==> config.mk <==
export PLATFORM = sky130hd
export DESIGN_NAME = ppu_bg_fetch
export DESIGN_NICKNAME = d
export VERILOG_FILES = /design/src/rtl/ppu_bg_fetch.sv
export SDC_FILE = /design/constraint.sdc
export NUM_CORES = 1
export LEC_CHECK = 0
export BUFFER_PORTS_ARGS = -buffer_cell sky130_fd_sc_hd__buf_4
export CORE_MARGIN = 5
export CORE_UTILIZATION = 31
export DETAILED_ROUTE_END_ITERATION = 10
export PLACE_DENSITY = 0.53
export SLEW_MARGIN = 10
export SYNTH_ARGS = -nofsm -noshare
export SYNTH_HDL_FRONTEND = slang
export SYNTH_SLANG_ARGS = --single-unit
==> constraint.sdc <==
create_clock -name clk_in -period 3.9 [get_ports clk_in]
set_clock_uncertainty 0.15 [all_clocks]
set_input_delay 0 -clock clk_in [delete_from_list [all_inputs] [get_ports clk_in]]
set_output_delay 0 -clock clk_in [all_outputs]
set_load 0.05 [all_outputs]
==> src/rtl/ppu_bg_fetch.sv <==
// ppu_bg_fetch: PPU background pipeline.
// Fetches nametable, attribute and pattern bytes one tile ahead of the beam.
// Also prefetches the first two tiles of the next line during the
// post-visible window, so pixel 0 of every line is already in the shifters.
// Four 16-bit shifters hold two tiles' worth of pattern and attribute bits,
// which lets fine X scroll pick any of the next eight pixels.
module ppu_bg_fetch #(
   parameter int          VIS_W      = 256,
   parameter int          VIS_H      = 240,
   parameter int          PRE_LINE   = 261,
   parameter int          PREFETCH_X = 320,
   parameter logic [13:0] NT_BASE    = 14'h2000,
   parameter int          CLIP_W     = 8
) (
   input  logic        clk_in,
   input  logic        rst_in,
   input  logic        pix_en,
   input  logic        en_bg,
   input  logic        en_left,
   input  logic [9:0]  nes_x_in,
   input  logic [9:0]  nes_y_in,
   input  logic [7:0]  scr_x_in,
   input  logic [7:0]  scr_y_in,
   input  logic [1:0]  nt_sel_in,
   input  logic        pt_sel_in,
   input  logic [7:0]  vram_data_in,
   output logic [13:0] vram_addr_out,
   output logic        vram_rd_out,
   output logic [3:0]  palette_out
);

   // Parameters narrowed to the dot/line counter width so that every
   // comparison below is between equal-width operands.
   localparam logic [9:0] VIS_W_L     = 10'(VIS_W);
   localparam logic [9:0] VIS_H_L     = 10'(VIS_H);
   localparam logic [9:0] PRE_LINE_L  = 10'(PRE_LINE);
   localparam logic [9:0] PF_FIRST_L  = 10'(PREFETCH_X);
   localparam logic [9:0] PF_LAST_L   = 10'(PREFETCH_X + 15);
   localparam logic [9:0] PF_YMAX_L   = 10'(VIS_H - 2);
   localparam logic [9:0] CLIP_W_L    = 10'(CLIP_W);

   // One nametable is 30 tile rows of 8 pixels; two stacked give 480 rows.
   localparam logic [9:0] NT_ROWS     = 10'd240;
   localparam logic [9:0] NT_ROWS2    = 10'd480;
   localparam logic [7:0] NT_ROWS_8   = 8'd240;

   // ------------------------------------------------------------------
   // Registers
   // ------------------------------------------------------------------
   logic [13:0] addr_q,  addr_d;
   logic        rd_q,    rd_d;
   logic [3:0]  pal_q,   pal_d;
   logic [7:0]  tile_q,  tile_d;
   logic [1:0]  attr_q,  attr_d;
   logic [7:0]  lo_q,    lo_d;
   // Set at the first phase-0 dot seen inside a window; keeps a fetch
   // sequence that was cut short by reset from issuing half-formed reads.
   logic        sync_q,  sync_d;

   // ------------------------------------------------------------------
   // Window decode
   // ------------------------------------------------------------------
   logic       vis_x, vis_y, vis_win;
   logic       pf_x, pf_line, pf_win;
   logic       win, active;
   logic [2:0] phase;
   logic       clip_zone;

   assign vis_x     = (nes_x_in < VIS_W_L);
   assign vis_y     = (nes_y_in < VIS_H_L);
   assign vis_win   = vis_x && vis_y;
   assign pf_x      = (nes_x_in >= PF_FIRST_L) && (nes_x_in <= PF_LAST_L);
   assign pf_line   = (nes_y_in <= PF_YMAX_L) || (nes_y_in == PRE_LINE_L);
   assign pf_win    = pf_x && pf_line;
   assign win       = en_bg && (vis_win || pf_win);
   assign phase     = nes_x_in[2:0];
   assign active    = win && ((phase == 3'd0) || sync_q);
   assign clip_zone = (nes_x_in < CLIP_W_L) && !en_left;

   // ------------------------------------------------------------------
   // Scroll arithmetic
   // ------------------------------------------------------------------
   logic [5:0] tc;
   logic [5:0] hx;
   logic [4:0] cx;
   logic       nt_h;
   logic [9:0] ln;
   logic [7:0] scr_y_m;
   logic [9:0] row_sum;
   logic [9:0] row;
   logic       nt_v;
   logic [7:0] r8;
   logic [4:0] cy;
   logic [2:0] fy;

   // Tile column: the prefetch window fetches columns 0 and 1 of the next
   // line; the visible window runs two tiles ahead of the beam.
   assign tc = pf_win ? 6'((nes_x_in - PF_FIRST_L) >> 3)
                      : 6'(nes_x_in >> 3) + 6'd2;

   // 6-bit add wraps through both horizontal nametables.
   assign hx   = {nt_sel_in[0], scr_x_in[7:3]} + tc;
   assign cx   = hx[4:0];
   assign nt_h = hx[5];

   // Prefetch targets the following line; the pre-render line feeds line 0.
   assign ln = pf_win ? ((nes_y_in == PRE_LINE_L) ? 10'd0 : nes_y_in + 10'd1)
                      : nes_y_in;

   // Y scroll values past the last row alias back into the nametable.
   assign scr_y_m = (scr_y_in >= NT_ROWS_8) ? scr_y_in - NT_ROWS_8 : scr_y_in;

   // Sum stays below 960 for every legal line, so one wrap step suffices.
   assign row_sum = (nt_sel_in[1] ? NT_ROWS : 10'd0) + {2'b00, scr_y_m} + ln;
   assign row     = (row_sum >= NT_ROWS2) ? row_sum - NT_ROWS2 : row_sum;
   assign nt_v    = (row >= NT_ROWS);
   assign r8      = 8'(nt_v ? row - NT_ROWS : row);
   assign cy      = r8[7:3];
   assign fy      = r8[2:0];

   // ------------------------------------------------------------------
   // VRAM addresses
   // ------------------------------------------------------------------
   logic [13:0] nt_addr;
   logic [13:0] at_addr;
   logic [13:0] pt_addr;

   assign nt_addr = NT_BASE | {2'b00, nt_v, nt_h, cy, cx};
   assign at_addr = NT_BASE | {2'b00, nt_v, nt_h, 4'hF, cy[4:2], cx[4:2]};
   // Plane bit is phase[1]: phase 4 reads the low plane, phase 6 the high.
   assign pt_addr = {1'b0, pt_sel_in, tile_q, phase[1], fy};

   // Pick the 2-bit palette group for this tile's 16x16 quadrant.
   logic [1:0] attr_quad;

   always_comb begin
      attr_quad = vram_data_in[1:0];
      case ({cy[1], cx[1]})
         2'b00:   attr_quad = vram_data_in[1:0];
         2'b01:   attr_quad = vram_data_in[3:2];
         2'b10:   attr_quad = vram_data_in[5:4];
         default: attr_quad = vram_data_in[7:6];
      endcase
   end

   // ------------------------------------------------------------------
   // Shifters: 0 = pattern lo, 1 = pattern hi, 2 = attr lo, 3 = attr hi
   // ------------------------------------------------------------------
   logic       shift_en;
   logic       reload_en;
   logic [3:0] fine_sel;
   logic [3:0] pix_bit;
   logic [7:0] reload_byte [4];

   assign shift_en  = pix_en && win;
   assign reload_en = pix_en && active && (phase == 3'd7);
   // Bit 15 is the current pixel; fine X looks further right.
   assign fine_sel  = 4'd15 - {1'b0, scr_x_in[2:0]};

   // The high plane is still on the data bus at phase 7, so it loads direct.
   assign reload_byte[0] = lo_q;
   assign reload_byte[1] = vram_data_in;
   assign reload_byte[2] = {8{attr_q[0]}};
   assign reload_byte[3] = {8{attr_q[1]}};

   genvar gi;
   generate
      for (gi = 0; gi < 4; gi++) begin : g_shift
         logic [15:0] sh_q, sh_d;

         // Shift one pixel per window dot; at phase 7 the new tile drops
         // into the low byte in the same step.
         always_comb begin
            sh_d = sh_q;
            if (shift_en) begin
               if (reload_en) begin
                  sh_d = {sh_q[14:7], reload_byte[gi]};
               end else begin
                  sh_d = {sh_q[14:0], 1'b0};
               end
            end
         end

         // Shifter state register.
         always_ff @(posedge clk_in or posedge rst_in) begin
            if (rst_in) begin
               sh_q <= 16'd0;
            end else begin
               sh_q <= sh_d;
            end
         end

         assign pix_bit[gi] = sh_q[fine_sel];
      end
   endgenerate

   // ------------------------------------------------------------------
   // Fetch sequencing and pixel output
   // ------------------------------------------------------------------

   // Next-state for the request, tile latches and output pixel.
   always_comb begin
      addr_d = addr_q;
      rd_d   = rd_q;
      pal_d  = pal_q;
      tile_d = tile_q;
      attr_d = attr_q;
      lo_d   = lo_q;
      sync_d = sync_q;
      if (pix_en) begin
         rd_d  = 1'b0;
         pal_d = 4'd0;
         if (win && (phase == 3'd0)) begin
            sync_d = 1'b1;
         end
         if (active) begin
            case (phase)
               3'd0: begin
                  rd_d   = 1'b1;
                  addr_d = nt_addr;
               end
               3'd1: tile_d = vram_data_in;
               3'd2: begin
                  rd_d   = 1'b1;
                  addr_d = at_addr;
               end
               3'd3: attr_d = attr_quad;
               3'd4: begin
                  rd_d   = 1'b1;
                  addr_d = pt_addr;
               end
               3'd5: lo_d = vram_data_in;
               3'd6: begin
                  rd_d   = 1'b1;
                  addr_d = pt_addr;
               end
               default: ;
            endcase
         end
         // Shifter taps are read before this dot's shift takes effect.
         if (vis_win && en_bg && !clip_zone) begin
            pal_d = pix_bit;
         end
      end
   end

   // Fetch and output state register.
   always_ff @(posedge clk_in or posedge rst_in) begin
      if (rst_in) begin
         addr_q <= 14'd0;
         rd_q   <= 1'b0;
         pal_q  <= 4'd0;
         tile_q <= 8'd0;
         attr_q <= 2'd0;
         lo_q   <= 8'd0;
         sync_q <= 1'b0;
      end else begin
         addr_q <= addr_d;
         rd_q   <= rd_d;
         pal_q  <= pal_d;
         tile_q <= tile_d;
         attr_q <= attr_d;
         lo_q   <= lo_d;
         sync_q <= sync_d;
      end
   end

   assign vram_addr_out = addr_q;
   assign vram_rd_out   = rd_q;
   assign palette_out   = pal_q;

endmodule

Word-level counts from Yosys, hierarchy flattened. Cells that the tools add are included.

Add/sub/neg operators: 10. Magnitude comparators: 10. Equal/unequal tests: 10. Mux-type cells: 24. Reductions and logical operators: 27.

Operators with widths (count): $mux W8 (7); $pmux W14 S3 (1); $mux W10 (3); $ge A10 B9 Y1 const B (2); $bmux W1 S4 (4); $sub A8 B8 Y8 const B (2); $eq A3 B3 Y1 const B (4); $logic_and A1 B1 Y1 (12); $reduce_and A3 Y1 (4); $add A10 B1 Y10 const B (1); $add A9 B10 Y10 (1); $eq A10 B9 Y1 const B (1); $ge A10 B8 Y1 const B (1); $le A10 B8 Y1 const B (1); $le A10 B9 Y1 const B (1); $lt A10 B4 Y1 const B (1); $lt A10 B8 Y1 const B (1); $lt A10 B9 Y1 const B (1); $sub A10 B9 Y10 const B (1); $add A8 B8 Y9 (1); $sub A9 B9 Y9 const B (1); $ge A8 B8 Y1 const B (1); $add A6 B2 Y6 const B (1); $add A6 B6 Y6 (1); 18 further kinds (27).

Flip-flop bits (word level): 102. Input bits: 52. Output and inout port bits: 19. Logic and storage cells: 92.

Longest topological paths before layout.
Depth in word-level cells: 11. Mapped depth: 27. Mapped depth without buffers: 26.

Worst setup path before layout. OpenSTA, ideal clock, no wires.

Kind: input -> register. Start: input nes_y_in[4]. End: register attr_q[0]. Arrival: 4.917 ns. Required time: 3.625 ns. Setup slack: -1.292 ns. Cell stages on the path: 23. Cell sequence: nor4_1 nand3b_1 or3_1 o21ai_1 nor2b_1 nand4_1 xor2_1 fa_1 inv_1 ha_1 buf_2 a21o_1 a221oi_1 and3_1 inv_1 ha_1 nor4_1 a221oi_4 o211ai_2 nand2_2 xor2_2 mux4_1 mux2_2.

Longest elaborated chain between the ends: 11. Elaborated cells between the ends (all ways): 26. Those cells by class: 5 x add/sub; 4 x order compare; 3 x eq/ne; 6 x mux; 8 x reduce/logical.

Ends and longest elaborated chain: start, declared (RTL line 21) `input logic [9:0] nes_y_in,`; $le A10 B8 Y1 or $eq A10 B9 Y1 (tied branches) (RTL line 73, 107); $logic_or A1 B1 Y1 (RTL line 73) `assign pf_line = (nes_y_in <= PF_YMAX_L) || (nes_y_in == PRE_LINE_L);`; $logic_and A1 B1 Y1 (RTL line 74) `assign pf_win = pf_x && pf_line;`; $mux W10 (RTL line 107) `assign ln = pf_win ? ((nes_y_in == PRE_LINE_L) ? 10'd0 : nes_y_in + 10'd1)`; $add A9 B10 Y10 (RTL line 114) `assign row_sum = (nt_sel_in[1] ? NT_ROWS : 10'd0) + {2'b00, scr_y_m} + ln;`; $sub A10 B9 Y10 or $ge A10 B9 Y1 (tied branches) (RTL line 115) `assign row = (row_sum >= NT_ROWS2) ? row_sum - NT_ROWS2 : row_sum;`; $mux W10 (RTL line 115); $sub A8 B8 Y8 or $ge A10 B8 Y1 (tied branches) (RTL line 117, 116); $mux W8 (RTL line 117) `assign r8 = 8'(nt_v ? row - NT_ROWS : row);`; $eq A2 B2 Y1 (tied with other cells) (RTL line 138) `case ({cy[1], cx[1]})`; $pmux W2 S3 (RTL line 138); end signal, assigned (RTL line 262) `attr_q <= attr_d;`; end, declared (RTL line 54) `logic [1:0] attr_q, attr_d;`.

Parallel ways exist; a longest one is shown, timed or not. A chain may end at the register's enable or synchronous reset.

Worst setup path after layout.
Start: input nes_y_in[7]. End: register addr_q[4], in the netlist vram_addr_out[4].

Longest elaborated chain between the ends: 10. Elaborated cells between the ends (all ways): 23. Those cells by class: 5 x add/sub; 4 x order compare; 1 x eq/ne; 6 x mux; 7 x reduce/logical.

Ends and longest elaborated chain: $le A10 B8 Y1 or $eq A10 B9 Y1 (tied branches) (RTL line 73, 107); $logic_or A1 B1 Y1 (RTL line 73); $logic_and A1 B1 Y1 (RTL line 74); $mux W10 (RTL line 107); $add A9 B10 Y10 (RTL line 114); $sub A10 B9 Y10 or $ge A10 B9 Y1 (tied branches) (RTL line 115); $mux W10 (RTL line 115); $sub A8 B8 Y8 or $ge A10 B8 Y1 (tied branches) (RTL line 117, 116); $mux W8 (RTL line 117); $pmux W14 S3 (RTL line 217) `case (phase)`; end signal, assigned (RTL line 258) `addr_q <= addr_d;`; end, declared (RTL line 50) `logic [13:0] addr_q, addr_d;`.

Parallel ways exist; a longest one is shown, timed or not.

==> impl_metrics.yaml <==
critical_path:
  criticalPathCategory: "input port to flip-flop"
  worstSetupEndpointType: "flip-flop"
  rr_startpoint: "sync_q"
  cp.required_ns: 4.01
  rr_worst_depth: 2
  reg2reg_to: "vram_addr_out[3]"
  critPathArrivalTime_ns: 4.91
  r2r_slack_ns: 1.79
  start_kind: "input port"
  path_max_fanout: 5
synth:
  ys_ff_latch: 102
  synth_nets: 654
  synth_flop_cell: "dfrtp_1"
  synthCells: 568
  netlist_area_um2: 5990
  avgSynthCellArea_um2: 10.6
  synth_edf_count: 0
  yosysWarnings: 0
  ys_seq_area_frac: 0.426
  yosysUniqueCellTypes: 66
  synthArstFlopShare: 1.00
sta:
  setup_ws_ns: -0.904
  finalCriticalPeriod_ns: 4.80
  slew_headroom: 0.133
  max_slew.worst_pin.slew_ns: 1.30
  setup_viol: 10
  rsz0062_at_grt: "true"
  period_share: 1.23
  slew_viol_final: 0
  final_hold_viol_count: 0
  max_clock_freq_mhz: 208
  fin_hold_ws_ns: 0.0336
  fin_setup_tns_ns: -7.91
final_layout:
  nNetsFinal: 821
  utilization: 0.447
  fin_cells: 1000
  area_growth_pct: 40.9
  layout-drive-gt1-share: 0.407
  seqCellArea_um2: 2550
  multi_input_area_um2: 3660
  final_area_um2: 8440
  fill_cells: 1812
  n_antenna_cell: 0
routing:
  ant_nets: 0
  wl_per_cell_um: 14.9
  via_per_inst: 4.78
  dr.pass1.iters: 5
  num_vias: 4780
  wl_um: 14900
  drc_errors: 0
  drt_iter0_drc: 191
clocking:
  clock_sinks: 102
  cts_max_level: 3
  clockBufferDepth: 2
  cts_buffers: 9
  clkTransAtPathRegs_ns: 0.07
  cts_tree: "built"
  clk_latency_ns: 0.34
  clock-root-buffer: "clkbuf_16"
die:
  die-width_um: 149
  die_h_um: 149
  start_util: 0.317
  ioPinCount: 71
  die-area_um2: 22200
  rows: 50
  core-area_um2: 18900
power:
  p_leak_nw: 3.93
  powerDensity_nw_per_um2: 405
  p_total_mw: 3.41
  ir_worst_vdd_uv: 187
global_route:
  track_usage: 0.137
  grt_remaining_overflow: 0
  grt_max_degree: 93
  antenna_found_initial: 0
  grt_pass1_wl_um: 24900
  grt_pass1_vias: 5031
min_path:
  hold_path_end: "tile_q[4]"
  holdPathStages: 4
  hp-class: "input port to flip-flop"
  min_from: "nes_x_in[1]"
outcome:
  status: "finished with violations"
  violations: "negative setup slack"
placement:
  routabilityCongestion: 0.850
  dp_hpwl_um: 11100
  dp_slack_ns: -1.38
  dp.cells: 946
  placed_area_um2: 7480
  port_buffers: 70
flow_run:
  maxCapViolations: 0
cells by family (layout without fill, tap and decap cells):
kind of cell,Yosys count,after routing,share of synthesized area
AND/OR/NAND/NOR,145,145,0.120
flip-flops,102,102,0.426
XOR/XNOR,19,19,0.0290
adder cells (fa/ha/maj),34,34,0.0785
AO/OA/AOI/OAI,132,132,0.140
buffers and inverters,54,226,0.0370
multiplexers,82,82,0.170
sequential cells by signal, indices dropped and copies added (netlist names):
register       count
g_shift.sh_q      64
vram_addr_out     14
lo_q               8
tile_q             8
palette_out        4
attr_q             2
sync_q             1
vram_rd_out        1
what timing repair did:
action	4_1_cts	5_1_grt
pin swaps	19	29
hold endpoints to repair	108	0
setup endpoints to repair	10	10
resized for setup	30	28
setup buffers	9	12
hold buffers	17	0
critical path, stage by stage:
cell,delay (ns)
buf_6,0.10
nor4_4,0.25
nand3b_1,0.13
or3_4,0.40
o21ai_4,0.08
nor2b_4,0.17
nand4_1,0.13
buf_4,0.18
xor2_2,0.15
fa_1,0.55
inv_2,0.05
ha_4,0.26
buf_6,0.09
buf_4,0.10
nand4_1,0.11
a211o_1,0.36
nand3_4,0.12
a311oi_2,0.11
or2_4,0.26
ha_4,0.17
buf_4,0.13
buf_6,0.10
buf_6,0.10
a21boi_1,0.12
mux2_4,0.30
o211a_1,0.26
o21ai_1,0.11
layout by cell type (no fill, tap or decap), types with 4 or more instances in the layout:
cell type,instances
a21o_1,12
a21oi_1,25
buf_4,158
buf_6,8
clkbuf_16,9
dfrtp_1,102
dlygate4sd3_1,17
fa_1,4
ha_1,19
ha_4,7
inv_1,21
mux2_1,14
mux2_2,34
mux2i_1,20
mux4_2,10
nand2_1,62
nand3_1,6
nand4_1,4
nor2_1,19
nor2b_1,4
nor3_1,5
nor3_4,4
o21ai_0,8
o21ai_1,41
o22ai_1,4
or3_1,4
xnor2_1,10
xor2_1,5
routing by layer:
layer,up-vias,routed length (µm),part of all wire,GRT usage
met5,-,0,0,0
met4,0,209,0.014,0.0407
li1,2372,-,-,-
met1,2307,6810,0.46,0.181
met2,84,7390,0.50,0.233
met3,17,505,0.034,0.0210
power by group:
part           leakage, nW  internal [mW]  total (mW)  switching [mW]
combinational         2.36          0.710        1.34           0.630
sequential            1.41           1.07        1.08          0.0105
clock                0.160          0.590       0.993           0.403
worst max path at each step:
stage,startpoint,to
2_1_floorplan,nes_y_in[4],attr_q[0]
3_3_place_gp,nes_y_in[4],attr_q[0]
3_5_place_dp,nes_y_in[4],attr_q[1]
4_1_cts,nes_y_in[7],attr_q[1]
5_1_grt,nes_y_in[7],attr_q[1]
6_report,nes_y_in[7],vram_addr_out[4]
final cells by class:
class	instances	area share
Multi-Input combinational cell	412	0.434
Sequential cell	102	0.302
Timing Repair Buffer	184	0.174
Tap cell	260	0.0385
Clock buffer	11	0.0288
Inverter	26	0.0122
Clock inverter	5	0.0107
cells in the mapped netlist, types with 10 or more instances:
master	instances	share of area
a21o_1	14	0.018
a21oi_1	27	0.023
clkbuf_1	18	0.011
dfrtp_1	102	0.43
ha_1	28	0.058
inv_1	26	0.016
mux2_1	14	0.026
mux2_2	37	0.070
mux2i_1	21	0.035
nand2_1	63	0.039
nor2_1	23	0.014
o21ai_0	10	0.0084
o21ai_1	43	0.036
xnor2_1	12	0.018
Power figures use the tool's default switching activity.
